--- config.mk ---
export PLATFORM = sky130hd
export DESIGN_NAME = mpsoc_uart_irq_ctrl
export DESIGN_NICKNAME = d
export VERILOG_FILES = /design/src/rtl/mpsoc_uart_irq_ctrl.sv
export SDC_FILE = /design/constraint.sdc
export NUM_CORES = 1
export LEC_CHECK = 0
export BUFFER_PORTS_ARGS = -buffer_cell sky130_fd_sc_hd__buf_2
export CORE_MARGIN = 8
export CORE_UTILIZATION = 46
export DETAILED_ROUTE_END_ITERATION = 7
export PLACE_DENSITY = 0.77
export SETUP_SLACK_MARGIN = 0.02
export SYNTH_ARGS = -nofsm -noshare
export SYNTH_HDL_FRONTEND = slang
export SYNTH_SLANG_ARGS = --single-unit
--- constraint.sdc ---
create_clock -name clk_i -period 1.75 [get_ports clk_i]
set_input_delay 0.0875 -clock clk_i [delete_from_list [all_inputs] [get_ports clk_i]]
set_output_delay 0.0875 -clock clk_i [all_outputs]
set_load 0.01 [all_outputs]
--- src/rtl/mpsoc_uart_irq_ctrl.sv ---
// 16550-style UART interrupt controller: tracks pending sources, masks them with IER
// and registers the prioritised interrupt ID (IIR) and the interrupt line.
module mpsoc_uart_irq_ctrl #(
    parameter int TX_FIFO_DEPTH = 32,
    parameter int RX_FIFO_DEPTH = 32,
    parameter int CTI_CHARS     = 4
) (
    input  logic                               clk_i,
    input  logic                               rstn_i,
    input  logic [3:0]                         IER_i,
    input  logic                               error_i,
    input  logic                               msr_change_i,
    input  logic                               char_tick_i,
    input  logic                               rx_push_i,
    input  logic [$clog2(RX_FIFO_DEPTH):0]     rx_elements_i,
    input  logic [$clog2(TX_FIFO_DEPTH):0]     tx_elements_i,
    input  logic [1:0]                         trigger_level_i,
    input  logic                               rbr_rd_i,
    input  logic                               thr_wr_i,
    input  logic                               iir_rd_i,
    input  logic                               lsr_rd_i,
    input  logic                               msr_rd_i,
    output logic                               interrupt_o,
    output logic [3:0]                         IIR_o
);

    localparam int RXW = $clog2(RX_FIFO_DEPTH) + 1;
    localparam logic [RXW-1:0] RX_TH_ONE  = RXW'(1);
    localparam logic [RXW-1:0] RX_TH_QTR  = RXW'(RX_FIFO_DEPTH / 4);
    localparam logic [RXW-1:0] RX_TH_HALF = RXW'(RX_FIFO_DEPTH / 2);
    localparam logic [RXW-1:0] RX_TH_FULL = RXW'(RX_FIFO_DEPTH - 2);
    localparam logic [3:0]     CTI_MAX    = 4'(CTI_CHARS);

    localparam logic [3:0] IIR_RLS  = 4'b0110;
    localparam logic [3:0] IIR_RDA  = 4'b0100;
    localparam logic [3:0] IIR_CTI  = 4'b1100;
    localparam logic [3:0] IIR_THRE = 4'b0010;
    localparam logic [3:0] IIR_MSI  = 4'b0000;
    localparam logic [3:0] IIR_NONE = 4'b0001;

    logic [RXW-1:0] w_rx_thresh;
    logic           w_rda_level;
    logic           w_rx_empty;
    logic           w_tx_empty;
    logic           w_cti_clr;
    logic           w_thre_set;
    logic           w_thre_clr;
    logic [3:0]     w_iir_next;

    logic           r_rls_pend;
    logic           r_msi_pend;
    logic           r_thre_pend;
    logic           r_cti_pend;
    logic [3:0]     r_cti_cnt;
    logic           r_tx_empty_prev;
    logic           r_ier1_prev;

    always_comb begin
        w_rx_thresh = RX_TH_ONE;
        case (trigger_level_i)
            2'b00:   w_rx_thresh = RX_TH_ONE;
            2'b01:   w_rx_thresh = RX_TH_QTR;
            2'b10:   w_rx_thresh = RX_TH_HALF;
            default: w_rx_thresh = RX_TH_FULL;
        endcase
    end

    assign w_rda_level = (rx_elements_i >= w_rx_thresh);
    assign w_rx_empty  = (rx_elements_i == '0);
    assign w_tx_empty  = (tx_elements_i == '0);
    assign w_cti_clr   = rx_push_i | rbr_rd_i | w_rx_empty;

    // THRE fires on the empty edge or on enabling THRE while already empty
    assign w_thre_set = (w_tx_empty & ~r_tx_empty_prev) | (IER_i[1] & ~r_ier1_prev & w_tx_empty);
    // IIR-read clear uses the currently presented ID, not the one being computed
    assign w_thre_clr = thr_wr_i | (iir_rd_i & (IIR_o == IIR_THRE));

    always_ff @(posedge clk_i or negedge rstn_i) begin
        if (!rstn_i) begin
            r_rls_pend      <= 1'b0;
            r_msi_pend      <= 1'b0;
            r_thre_pend     <= 1'b0;
            r_cti_pend      <= 1'b0;
            r_cti_cnt       <= 4'd0;
            r_tx_empty_prev <= 1'b1;
            r_ier1_prev     <= 1'b0;
        end else begin
            r_tx_empty_prev <= w_tx_empty;
            r_ier1_prev     <= IER_i[1];

            if (error_i)          r_rls_pend <= 1'b1;
            else if (lsr_rd_i)    r_rls_pend <= 1'b0;

            if (msr_change_i)     r_msi_pend <= 1'b1;
            else if (msr_rd_i)    r_msi_pend <= 1'b0;

            if (w_thre_set)       r_thre_pend <= 1'b1;
            else if (w_thre_clr)  r_thre_pend <= 1'b0;

            if (w_cti_clr)                               r_cti_cnt <= 4'd0;
            else if (char_tick_i && r_cti_cnt != CTI_MAX) r_cti_cnt <= r_cti_cnt + 4'd1;

            if (w_cti_clr)                 r_cti_pend <= 1'b0;
            else if (r_cti_cnt == CTI_MAX) r_cti_pend <= 1'b1;
        end
    end

    always_comb begin
        w_iir_next = IIR_NONE;
        if (IER_i[2] && r_rls_pend)       w_iir_next = IIR_RLS;
        else if (IER_i[0] && w_rda_level) w_iir_next = IIR_RDA;
        else if (IER_i[0] && r_cti_pend)  w_iir_next = IIR_CTI;
        else if (IER_i[1] && r_thre_pend) w_iir_next = IIR_THRE;
        else if (IER_i[3] && r_msi_pend)  w_iir_next = IIR_MSI;
    end

    always_ff @(posedge clk_i or negedge rstn_i) begin
        if (!rstn_i) begin
            IIR_o       <= IIR_NONE;
            interrupt_o <= 1'b0;
        end else begin
            IIR_o       <= w_iir_next;
            interrupt_o <= ~w_iir_next[0];
        end
    end

endmodule

-- Yosys cells after proc, flatten, opt, wreduce, memory -nomap -nowiden
Cells that the tools add are included.
- add/sub/neg operators: 1
- order comparisons: 1
- equality and inequality tests: 5
- mux-type cells: 16
- bitwise logic cells: 11
- reduce and logical (&&, ||, !) cells: 14
- operators with widths (operator ; count):
    $mux W4 ; 5
    $pmux W5 S3 ; 1
    $logic_not A6 Y1 ; 2
    $reduce_bool A2 Y1 ; 5
    $mux W1 ; 9
    $ge A6 B6 Y1 ; 1
    $logic_and A1 B1 Y1 ; 6
    $add A4 B1 Y4 const B ; 1
    $and A1 B1 Y1 ; 4
    $eq A4 B2 Y1 const B ; 1
    $eq A4 B3 Y1 const B ; 1
    $ne A4 B3 Y1 const B ; 1
    $or A1 B1 Y1 ; 4
    $not A1 Y1 ; 3
    $eq A2 B1 Y1 const B ; 1
    $eq A2 B2 Y1 const B ; 1
    $logic_not A2 Y1 ; 1
    $mux W2 ; 1
- register bits: 15
- bits of input ports: 29
- output and inout port bits: 5
- word-level logic and storage cells: 57

-- Depth between registers and ports, before layout
Gate-level depths: netlist of the first run.
- depth after elaboration: 7
- depth in mapped cells: 6
- mapped depth without buffers: 6

-- Worst setup path before layout of the first run
OpenSTA, ideal clock, no wires.
- path kind: reg-to-reg
- start point: register r_cti_cnt[0]
- end point: register r_cti_cnt[1]
- setup time: 0.121 ns
- arrival time: 1.168 ns
- data required time: 1.629 ns
- slack: 0.462 ns
- cell stages (with the launch flop): 7
- buffers on the path: 0
- period minus slack after synthesis: 1.288 ns
- cell sequence: dfrtp_1 inv_1 ha_1 nor2b_1 a21bo_2 mux2i_1 nor2_1
- word-level cells in the longest chain between the ends: 3
- elaborated cells on any way between the ends: 6
- classes of those cells: 1 x add/sub; 1 x eq/ne; 2 x mux; 2 x reduce/logical
- RTL lines (item ; line ; RTL):
    start: declaration ; 54 ; logic [3:0] r_cti_cnt;
    start signal: assignment ; 101 ; else if (char_tick_i && r_cti_cnt != CTI_MAX) r_cti_cnt <= r_cti_cnt + 4'd1;
    $add A4 B1 Y4 / $ne A4 B3 Y1 (equally long branches) ; 101 ;
    $mux W4 / $logic_and A1 B1 Y1 (equally long branches) ; 101 ;
    $mux W4 / $reduce_bool A2 Y1 (equally long branches) ; - ;
Parallel ways exist; a longest one is shown, timed or not. The select of a mux whose other input is x is not followed.
A chain may end at the register's enable or synchronous reset.

-- Final worst setup path of the first run
Ends and elaborated chain as after synthesis.

==> results of run 1 <==
-- layout make-up --
type,count,share of cell area
Clock buffer,3,0.0208
Sequential cell,15,0.349
Timing Repair Buffer,39,0.208
Tap cell,17,0.0197
Multi-Input combinational cell,53,0.356
Inverter,12,0.0416
Clock inverter,1,0.00462
-- cell usage after synthesis, types with 2 or more instances --
cell type | number | area, um^2
a211oi_1 | 3 | 22.5
a21o_1 | 3 | 22.5
a21oi_1 | 3 | 15.0
dfrtp_1 | 13 | 325
dfstp_2 | 2 | 52.6
ha_1 | 7 | 87.6
inv_1 | 12 | 45.0
nand2_1 | 8 | 30.0
nand3_1 | 2 | 10.0
nor2_1 | 5 | 18.8
o21ai_0 | 4 | 20.0
-- sequential cells by signal (all words and copies together), names as in the netlist --
| register | flops |
|---|---|
| r_tx_empty_prev | 1 |
| IIR_o | 4 |
| r_cti_pend | 1 |
| interrupt_o | 1 |
| r_cti_cnt | 4 |
| r_thre_pend | 1 |
| r_ier1_prev | 1 |
| r_msi_pend | 1 |
| r_rls_pend | 1 |
-- worst register-to-register path, stage by stage, from the launching register on --
cell     delay [ns]
dfrtp_1        0.41
inv_1          0.09
ha_1           0.16
nor2b_1        0.20
a21bo_2        0.19
mux2i_1        0.20
nor2_1         0.05
-- cells by family after synthesis --
family,synth area share
AND/OR/NAND/NOR,0.173
AO/OA/AOI/OAI,0.172
flip-flops,0.467
buffers and inverters,0.0557
adder cells (fa/ha/maj),0.108
XOR/XNOR,0.0108
multiplexers,0.0124
-- per-stage QoR --
| stage | total power [mW] | utilization | instance area [um^2] | hold WS [ns] | cells |
|---|---|---|---|---|---|
| finish | 0.696 | 0.641 | 1080 | 0.0494 | 140 |
| global route | 0.739 | 0.641 | 1080 | 0.0578 | 140 |
| CTS | 0.713 | 0.641 | 1080 | 0.0340 | 140 |
| detailed placement | 0.499 | 0.589 | 995 | 0.00672 | 130 |
| global placement | 0.494 | 0.589 | 995 | 0.000225 | 130 |
| floorplan | 0.435 | - | 808 | -0.208 | 80 |
-- per-layer routing --
layer	up-vias	part of all wire	wire, um	track usage
met3	2	0.075	135	0.0618
met4	0	0.0050	9	0.0280
met5	-	0	0	0
li1	364	-	-	-
met1	325	0.40	713	0.126
met2	18	0.52	938	0.225
-- cell usage in the layout, fill, tap and decap left out, types with 4 or more instances in the layout --
cell type / netlist / routed
dfrtp_1: 13 / 13
ha_1: 7 / 7
o21ai_0: 4 / 4
nand2_1: 8 / 8
nor2_1: 5 / 5
inv_1: 12 / 12
dlygate4sd3_1: 0 / 6
buf_2: 0 / 33
-- path summary, 6_finish.rpt --
| kind | to | slack [ns] | cells past startpoint | from |
|---|---|---|---|---|
| min | IIR_o[3]$_DFF_PN0_ | 0.05 | 3 | IER_i[0] |
| min in group asynchronous | r_ier1_prev$_DFF_PN0_ | 0.23 | 2 | rstn_i |
| max in group asynchronous | IIR_o[0]$_DFF_PN1_ | 1.22 | 2 | rstn_i |
| min reg2reg | r_msi_pend$_DFFE_PN0P_ | 0.48 | 1 | r_msi_pend$_DFFE_PN0P_ |
| max reg2reg | r_cti_cnt[1]$_DFFE_PN0P_ | 0.33 | 6 | r_cti_cnt[0]$_DFFE_PN0P_ |
| max | r_cti_cnt[1]$_DFFE_PN0P_ | 0.33 | 6 | r_cti_cnt[0]$_DFFE_PN0P_ |
-- power by group --
| group | internal [mW] | switching (mW) | total, mW |
|---|---|---|---|
| combinational | 0.0666 | 0.0641 | 0.131 |
| clock | 0.0849 | 0.110 | 0.195 |
| sequential | 0.363 | 0.00648 | 0.370 |
==> flow_summary.json, run 1 <==
{
  "fin_crit_sh": 0.810,
  "ios": 34,
  "area.growth.synth_to_final_pct": 33.9,
  "start_kind": "flop",
  "skew_ns": 0.00528,
  "critical_path_arrival_ns": 1.59,
  "placementRows": 15,
  "grt_pass1_vias": 766,
  "clk_latency_ns": 0.28,
  "multi_input_area_um2": 385,
  "cts.path.max_buffers": 2,
  "path_cells": "inv_1 > ha_1 > nor2b_1 > a21bo_2 > mux2i_1 > nor2_1",
  "antenna_found_initial": 0,
  "dp_slack_ns": 0.323,
  "synth_edf_count": 0,
  "cts_resized": 0,
  "hold_buffers": 6,
  "setup_viol": 0,
  "cts_tree": "done",
  "gp_congestion": 0.700,
  "io_buffers": 33,
  "ant_nets": 0,
  "clk_pin_slew_ns": 0.09,
  "postCtsSetupBuffers": 0,
  "drv_cap": 0,
  "critical_path.max_fanout": 3,
  "critical-path-max-stage-delay_ns": 0.41,
  "hold_viol": 0,
  "drive_gt1_frac": 0.358,
  "htree_levels": 1,
  "critPathSlowestCell": "dfrtp_1",
  "setup_ws_ns": 0.333,
  "power_per_cell_area_mw_per_mm2": 643,
  "die_w_um": 57.9,
  "status": "finished clean",
  "cts_root_buf": "clkbuf_4",
  "antennaDiodeCount": 0,
  "routedWlPerCell_um": 12.8,
  "route.detailed.drc": 0,
  "fmax_ghz": 0.706,
  "numCtsBuffers": 3,
  "drt-total-wl_um": 1800,
  "rsz0062_at_grt": "false",
  "grt-ovfl-total": 0,
  "crit_family": "flip-flops",
  "tns_ns": 0,
  "initial_utilization": 0.479,
  "grt_first_pass_wirelength_um": 3340,
  "finalCriticalPeriod_ns": 1.42,
  "via_count": 709,
  "synth.distinct_cells": 29,
  "via_per_inst": 5.06,
  "nNetsFinal": 160,
  "ys.flop_type": "dfrtp_1",
  "synth_fp_nets": 116,
  "async_flop_share": 1.00,
  "fillers": 148,
  "power_leakage_nw": 0.568,
  "syn_inst": 80,
  "track_usage": 0.125,
  "critical_path_class": "reg2reg",
  "cp-end-kind": "flop",
  "syn_area_um2": 808,
  "peakVddDrop_v": 0.000549,
  "ff_latch_area_um2": 378,
  "path_buf_inv": 1,
  "first_pass_iters": 6,
  "slew_viol_final": 0,
  "synth-seq-cells": 15,
  "placeableCoreArea_mm2": 0.00169,
  "cts_sinks": 15,
  "die_area_mm2": 0.00335,
  "tightest_slew_ns": 0.336,
  "grt_max_degree": 16,
  "slew_headroom": 0.776,
  "die_h_um": 57.9,
  "cp.required_ns": 1.92,
  "min_path_type": "in2reg",
  "drt_iter0_drc": 6,
  "yosys_warnings": 0,
  "avgSynthCellArea_um2": 10.1,
  "dp_hpwl_um": 1420,
  "yosysSeqAreaShare": 0.467
}
No activity file was read; power rests on OpenSTA's default activity.
==> inputs of run 2 (changes only) <==
--- a/config.mk
+++ b/config.mk
@@ -7,9 +7,9 @@
 export LEC_CHECK = 0
 export BUFFER_PORTS_ARGS = -buffer_cell sky130_fd_sc_hd__buf_2
 export CORE_MARGIN = 8
-export CORE_UTILIZATION = 46
+export CORE_UTILIZATION = 41
 export DETAILED_ROUTE_END_ITERATION = 7
-export PLACE_DENSITY = 0.77
+export PLACE_DENSITY = 0.73
 export SETUP_SLACK_MARGIN = 0.02
 export SYNTH_ARGS = -nofsm -noshare
 export SYNTH_HDL_FRONTEND = slang
==> constraint.sdc (replaced) <==
create_clock -name clk_i -period 1.2 [get_ports clk_i]
set_input_delay 0.06 -clock clk_i [delete_from_list [all_inputs] [get_ports clk_i]]
set_output_delay 0.06 -clock clk_i [all_outputs]
set_load 0.01 [all_outputs]
==> flow_summary.json, run 2 (synthesis gave the netlist of run 1 again) <==
{
  "status": "finished, violations left",
  "violations": "hold timing, setup timing",
  "finalCriticalPeriod_ns": 1.23,
  "antenna_found_initial": 0,
  "power_per_cell_area_mw_per_mm2": 878,
  "start_kind": "flop",
  "initial_utilization": 0.425,
  "peakVddDrop_v": 0.000552,
  "via_per_inst": 4.76,
  "grt_util_met2": 0.239,
  "die_h_um": 60.4,
  "rr_worst_depth": 6,
  "io_buffers": 33,
  "dp_hpwl_um": 1590,
  "fmax_ghz": 0.816,
  "tightest_slew_ns": 0.349,
  "grtUsageMet3": 0.0424,
  "hold_buffers": 6,
  "grt.busiest_layer": "met2",
  "cts_root_buf": "clkbuf_4",
  "hold_viol": 1,
  "mostFrequentLayoutCells": "buf_2, dfrtp_1, inv_1",
  "nNetsFinal": 168,
  "placementRows": 16,
  "die_area_mm2": 0.00365,
  "placeableCoreArea_mm2": 0.00190,
  "clk_pin_slew_ns": 0.09,
  "largest_registers": "IIR_o (4), r_cti_cnt (4)",
  "critical_path_class": "reg2reg",
  "clk_latency_ns": 0.29,
  "setup_ws_ns": -0.0250,
  "drive_gt1_frac": 0.458,
  "min_path_type": "in2reg",
  "htree_levels": 1,
  "place_area_mm2": 0.00107,
  "cp-end-kind": "flop",
  "die_w_um": 60.4,
  "power_leakage_nw": 0.618,
  "r2r_slack_ns": -0.03,
  "grt_pass1_vias": 789,
  "cts_sinks": 15,
  "ant_nets": 0,
  "setup_viol": 2,
  "critical_path_arrival_ns": 1.41,
  "skew_ns": 0.00657,
  "drv_cap": 0,
  "critical_path.max_fanout": 2,
  "grt_max_degree": 16,
  "numCtsBuffers": 3,
  "whs_ns": -0.00538,
  "cts_tree": "done",
  "layout_commonest_cell": "buf_2",
  "drt_iter0_drc": 4,
  "dp_cells": 146,
  "cp.required_ns": 1.38,
  "design_area_mm2": 0.00121,
  "grt_first_pass_wirelength_um": 3290,
  "track_usage": 0.122,
  "whs_path_depth": 3,
  "slew_viol_final": 0,
  "drt-total-wl_um": 2090,
  "area.growth.synth_to_final_pct": 49.2,
  "grt-ovfl-total": 0,
  "ios": 34,
  "fin_crit_sh": 1.02,
  "rsz0062_at_grt": "true",
  "via_count": 752,
  "route.detailed.drc": 0,
  "use_met1": 0.111,
  "slew_headroom": 0.767,
  "first_pass_iters": 4,
  "cts.path.max_buffers": 2,
  "final_cells": 158,
  "antennaDiodeCount": 0,
  "gp_congestion": 0.707,
  "routedWlPerCell_um": 13.2
}
[run 2: power breakdown]
| part | total (mW) | switching (mW) | leakage, nW | internal [mW] |
|---|---|---|---|---|
| combinational | 0.228 | 0.105 | 0.415 | 0.124 |
| clock | 0.290 | 0.166 | 0.0177 | 0.124 |
| sequential | 0.540 | 0.0106 | 0.185 | 0.530 |
| total | 1.06 | 0.282 | 0.618 | 0.778 |
[run 2: per-stage QoR]
step | utilization | setup WS [ns] | total power, mW | setup TNS [ns]
floorplan | - | 0.00208 | 0.640 | 0
global placement | 0.564 | -0.143 | 0.744 | -0.568
global route | 0.634 | -0.0834 | 1.12 | -0.271
detailed placement | 0.564 | -0.194 | 0.752 | -0.827
CTS | 0.626 | -0.0469 | 1.07 | -0.0744
finish | 0.634 | -0.0250 | 1.06 | -0.0463
[run 2: path summary, 6_finish.rpt]
path | to | start
setup / recovery | r_cti_cnt[0]$_DFFE_PN0P_ | r_cti_cnt[1]$_DFFE_PN0P_
hold / removal | r_tx_empty_prev$_DFF_PN1_ | tx_elements_i[4]
setup reg to reg | r_cti_cnt[0]$_DFFE_PN0P_ | r_cti_cnt[1]$_DFFE_PN0P_
hold reg to reg | r_rls_pend$_DFFE_PN0P_ | r_rls_pend$_DFFE_PN0P_
max in group asynchronous | r_tx_empty_prev$_DFF_PN1_ | rstn_i
min in group asynchronous | r_cti_cnt[3]$_DFFE_PN0P_ | rstn_i
[run 2: cell type report]
cell class | count | area [um^2]
clock inverter | 1 | 5.00
multi-input combinational | 53 | 437
inverter | 12 | 45.0
timing repair buffer | 47 | 285
tap | 27 | 33.8
fill | 167 | 696
clock buffer | 3 | 22.5
sequential | 15 | 378
[run 2: worst max-delay path: stages, from the launching register on]
cell	delay, ns
dfrtp_1	0.37
inv_2	0.05
ha_4	0.15
nor2b_4	0.12
a21bo_4	0.21
xnor2_1	0.15
nor2_1	0.05
[run 2: layer usage]
layer  vias up  routed length (um)
li1        382                   -
met1       351                 743
met2        15                1220
met3         4                 107
met4         0                  19
met5         -                   0
[run 2: repair_timing]
item	in CTS	in global routing
hold endpoints to repair	19	1
cloned	0	0
setup buffers	2	0
resized for setup	3	3
setup endpoints to repair	3	6
pin swaps	3	0
==> inputs of run 3 (changes only) <==
--- a/config.mk
+++ b/config.mk
@@ -7,9 +7,9 @@
 export LEC_CHECK = 0
 export BUFFER_PORTS_ARGS = -buffer_cell sky130_fd_sc_hd__buf_2
 export CORE_MARGIN = 8
-export CORE_UTILIZATION = 41
+export CORE_UTILIZATION = 39
 export DETAILED_ROUTE_END_ITERATION = 7
-export PLACE_DENSITY = 0.73
+export PLACE_DENSITY = 0.7
 export SETUP_SLACK_MARGIN = 0.02
 export SYNTH_ARGS = -nofsm -noshare
 export SYNTH_HDL_FRONTEND = slang
==> flow_summary.json, run 3 (synthesis gave the netlist of run 1 again) <==
{
  "status": "finished, violations left",
  "violations": "hold timing, setup timing",
  "final_cells": 158,
  "largest_registers": "IIR_o (4), r_cti_cnt (4)",
  "htree_levels": 1,
  "cp.required_ns": 1.38,
  "ant_nets": 0,
  "grt_max_degree": 16,
  "peakVddDrop_v": 0.000532,
  "hold_viol": 1,
  "grt-ovfl-total": 0,
  "ios": 34,
  "drive_gt1_frac": 0.435,
  "critPathSlowestCell": "dfrtp_1",
  "dp_cells": 146,
  "whs_ns": -0.00177,
  "hold_buffers": 7,
  "gp_congestion": 0.727,
  "cts.path.max_buffers": 2,
  "path_cells": "inv_2 > ha_4 > nor2b_4 > a21bo_4 > mux2i_1 > nor2_1",
  "drt-total-wl_um": 2020,
  "cts_sinks": 15,
  "start_kind": "flop",
  "clk_latency_ns": 0.29,
  "finalCriticalPeriod_ns": 1.21,
  "placementRows": 16,
  "critical_path_class": "reg2reg",
  "total_power_mw": 1.06,
  "tns_ns": -0.0134,
  "tightest_slew_ns": 0.337,
  "setup_viol": 1,
  "via_per_inst": 4.80,
  "route.detailed.drc": 0,
  "fin_crit_sh": 1.01,
  "area.growth.synth_to_final_pct": 49.8,
  "antenna_found_initial": 0,
  "initial_utilization": 0.412,
  "nNetsFinal": 168,
  "power_leakage_nw": 0.631,
  "antennaDiodeCount": 0,
  "crit_family": "flip-flops",
  "cts_root_buf": "clkbuf_4",
  "numCtsBuffers": 3,
  "grt_first_pass_wirelength_um": 3250,
  "critical_path.max_fanout": 2,
  "cts_tree": "done",
  "io_buffers": 33,
  "layout_commonest_cell": "buf_2",
  "critical-path-max-stage-delay_ns": 0.40,
  "utilization": 0.617,
  "drv_cap": 0,
  "placeableCoreArea_mm2": 0.00196,
  "track_usage": 0.118,
  "path_buf_inv": 1,
  "clk_pin_slew_ns": 0.09,
  "critical_path_arrival_ns": 1.40,
  "skew_ns": 0.00610,
  "routedWlPerCell_um": 12.8,
  "die_w_um": 61.5,
  "slew_viol_final": 0,
  "setup_ws_ns": -0.0134,
  "drt_iter0_drc": 22,
  "fmax_ghz": 0.824,
  "power_per_cell_area_mw_per_mm2": 876,
  "rsz0062_at_grt": "true",
  "grt_pass1_vias": 810,
  "cp-end-kind": "flop",
  "die_area_mm2": 0.00379,
  "via_count": 759,
  "min_path_type": "in2reg",
  "dp_hpwl_um": 1620,
  "slew_headroom": 0.775,
  "die_h_um": 61.5,
  "mostFrequentLayoutCells": "buf_2, dfrtp_1, inv_1",
  "first_pass_iters": 4
}
==> run 3: per-stage QoR <==
step	instance area, um^2	setup WS [ns]
2_1_floorplan	828	0.00208
3_3_place_gp	1070	-0.144
3_5_place_dp	1070	-0.253
4_1_cts	1190	-0.0292
5_1_grt	1210	-0.0803
6_report	1210	-0.0134
==> run 3: power breakdown <==
group / total (mW) / internal, mW / switching, mW / leakage [nW]
Sequential: 0.541 / 0.530 / 0.0108 / 0.185
Clock: 0.287 / 0.129 / 0.158 / 0.0150
Combinational: 0.233 / 0.126 / 0.107 / 0.431
==> run 3: area by class of cell <==
class | instances | area (um^2)
Sequential cell | 15 | 378
Fill cell | 190 | 751
Clock buffer | 4 | 26.3
Timing Repair Buffer | 47 | 290
Multi-Input combinational cell | 53 | 438
Inverter | 12 | 45.0
Tap cell | 27 | 33.8
==> run 3: layer usage <==
| layer | routed length, um | track usage | vias to the layer above |
|---|---|---|---|
| li1 | - | - | 379 |
| met1 | 714 | 0.107 | 357 |
| met2 | 1120 | 0.230 | 18 |
| met3 | 146 | 0.0397 | 5 |
| met4 | 34 | 0.0487 | 0 |
| met5 | 0 | 0 | - |
==> run 3: tightest hold or removal path, cell delays in order <==
cell    delay (ns)
buf_2         0.08
or4_4         0.11
nor3_4        0.04
==> run 3: path summary, 6_finish.rpt <==
path | start | slack (ns) | end | cells past startpoint
worst max-delay path | r_cti_cnt[0]$_DFFE_PN0P_ | -0.01 | r_cti_cnt[1]$_DFFE_PN0P_ | 6
min in group asynchronous | rstn_i | 0.20 | r_cti_cnt[0]$_DFFE_PN0P_ | 2
worst min register to register | r_rls_pend$_DFFE_PN0P_ | 0.48 | r_rls_pend$_DFFE_PN0P_ | 1
max in group asynchronous | rstn_i | 0.70 | r_tx_empty_prev$_DFF_PN1_ | 2
worst min-delay path | tx_elements_i[5] | -0.002 | r_tx_empty_prev$_DFF_PN1_ | 3
worst max register to register | r_cti_cnt[0]$_DFFE_PN0P_ | -0.01 | r_cti_cnt[1]$_DFFE_PN0P_ | 6
==> run 3: what timing repair did <==
action / in CTS / in global routing
setup endpoints to repair: 3 / 9
buffers inserted: 1 / 1
gates resized for setup: 3 / 3
pin swaps: 2 / 6
hold endpoints to repair: 19 / 1
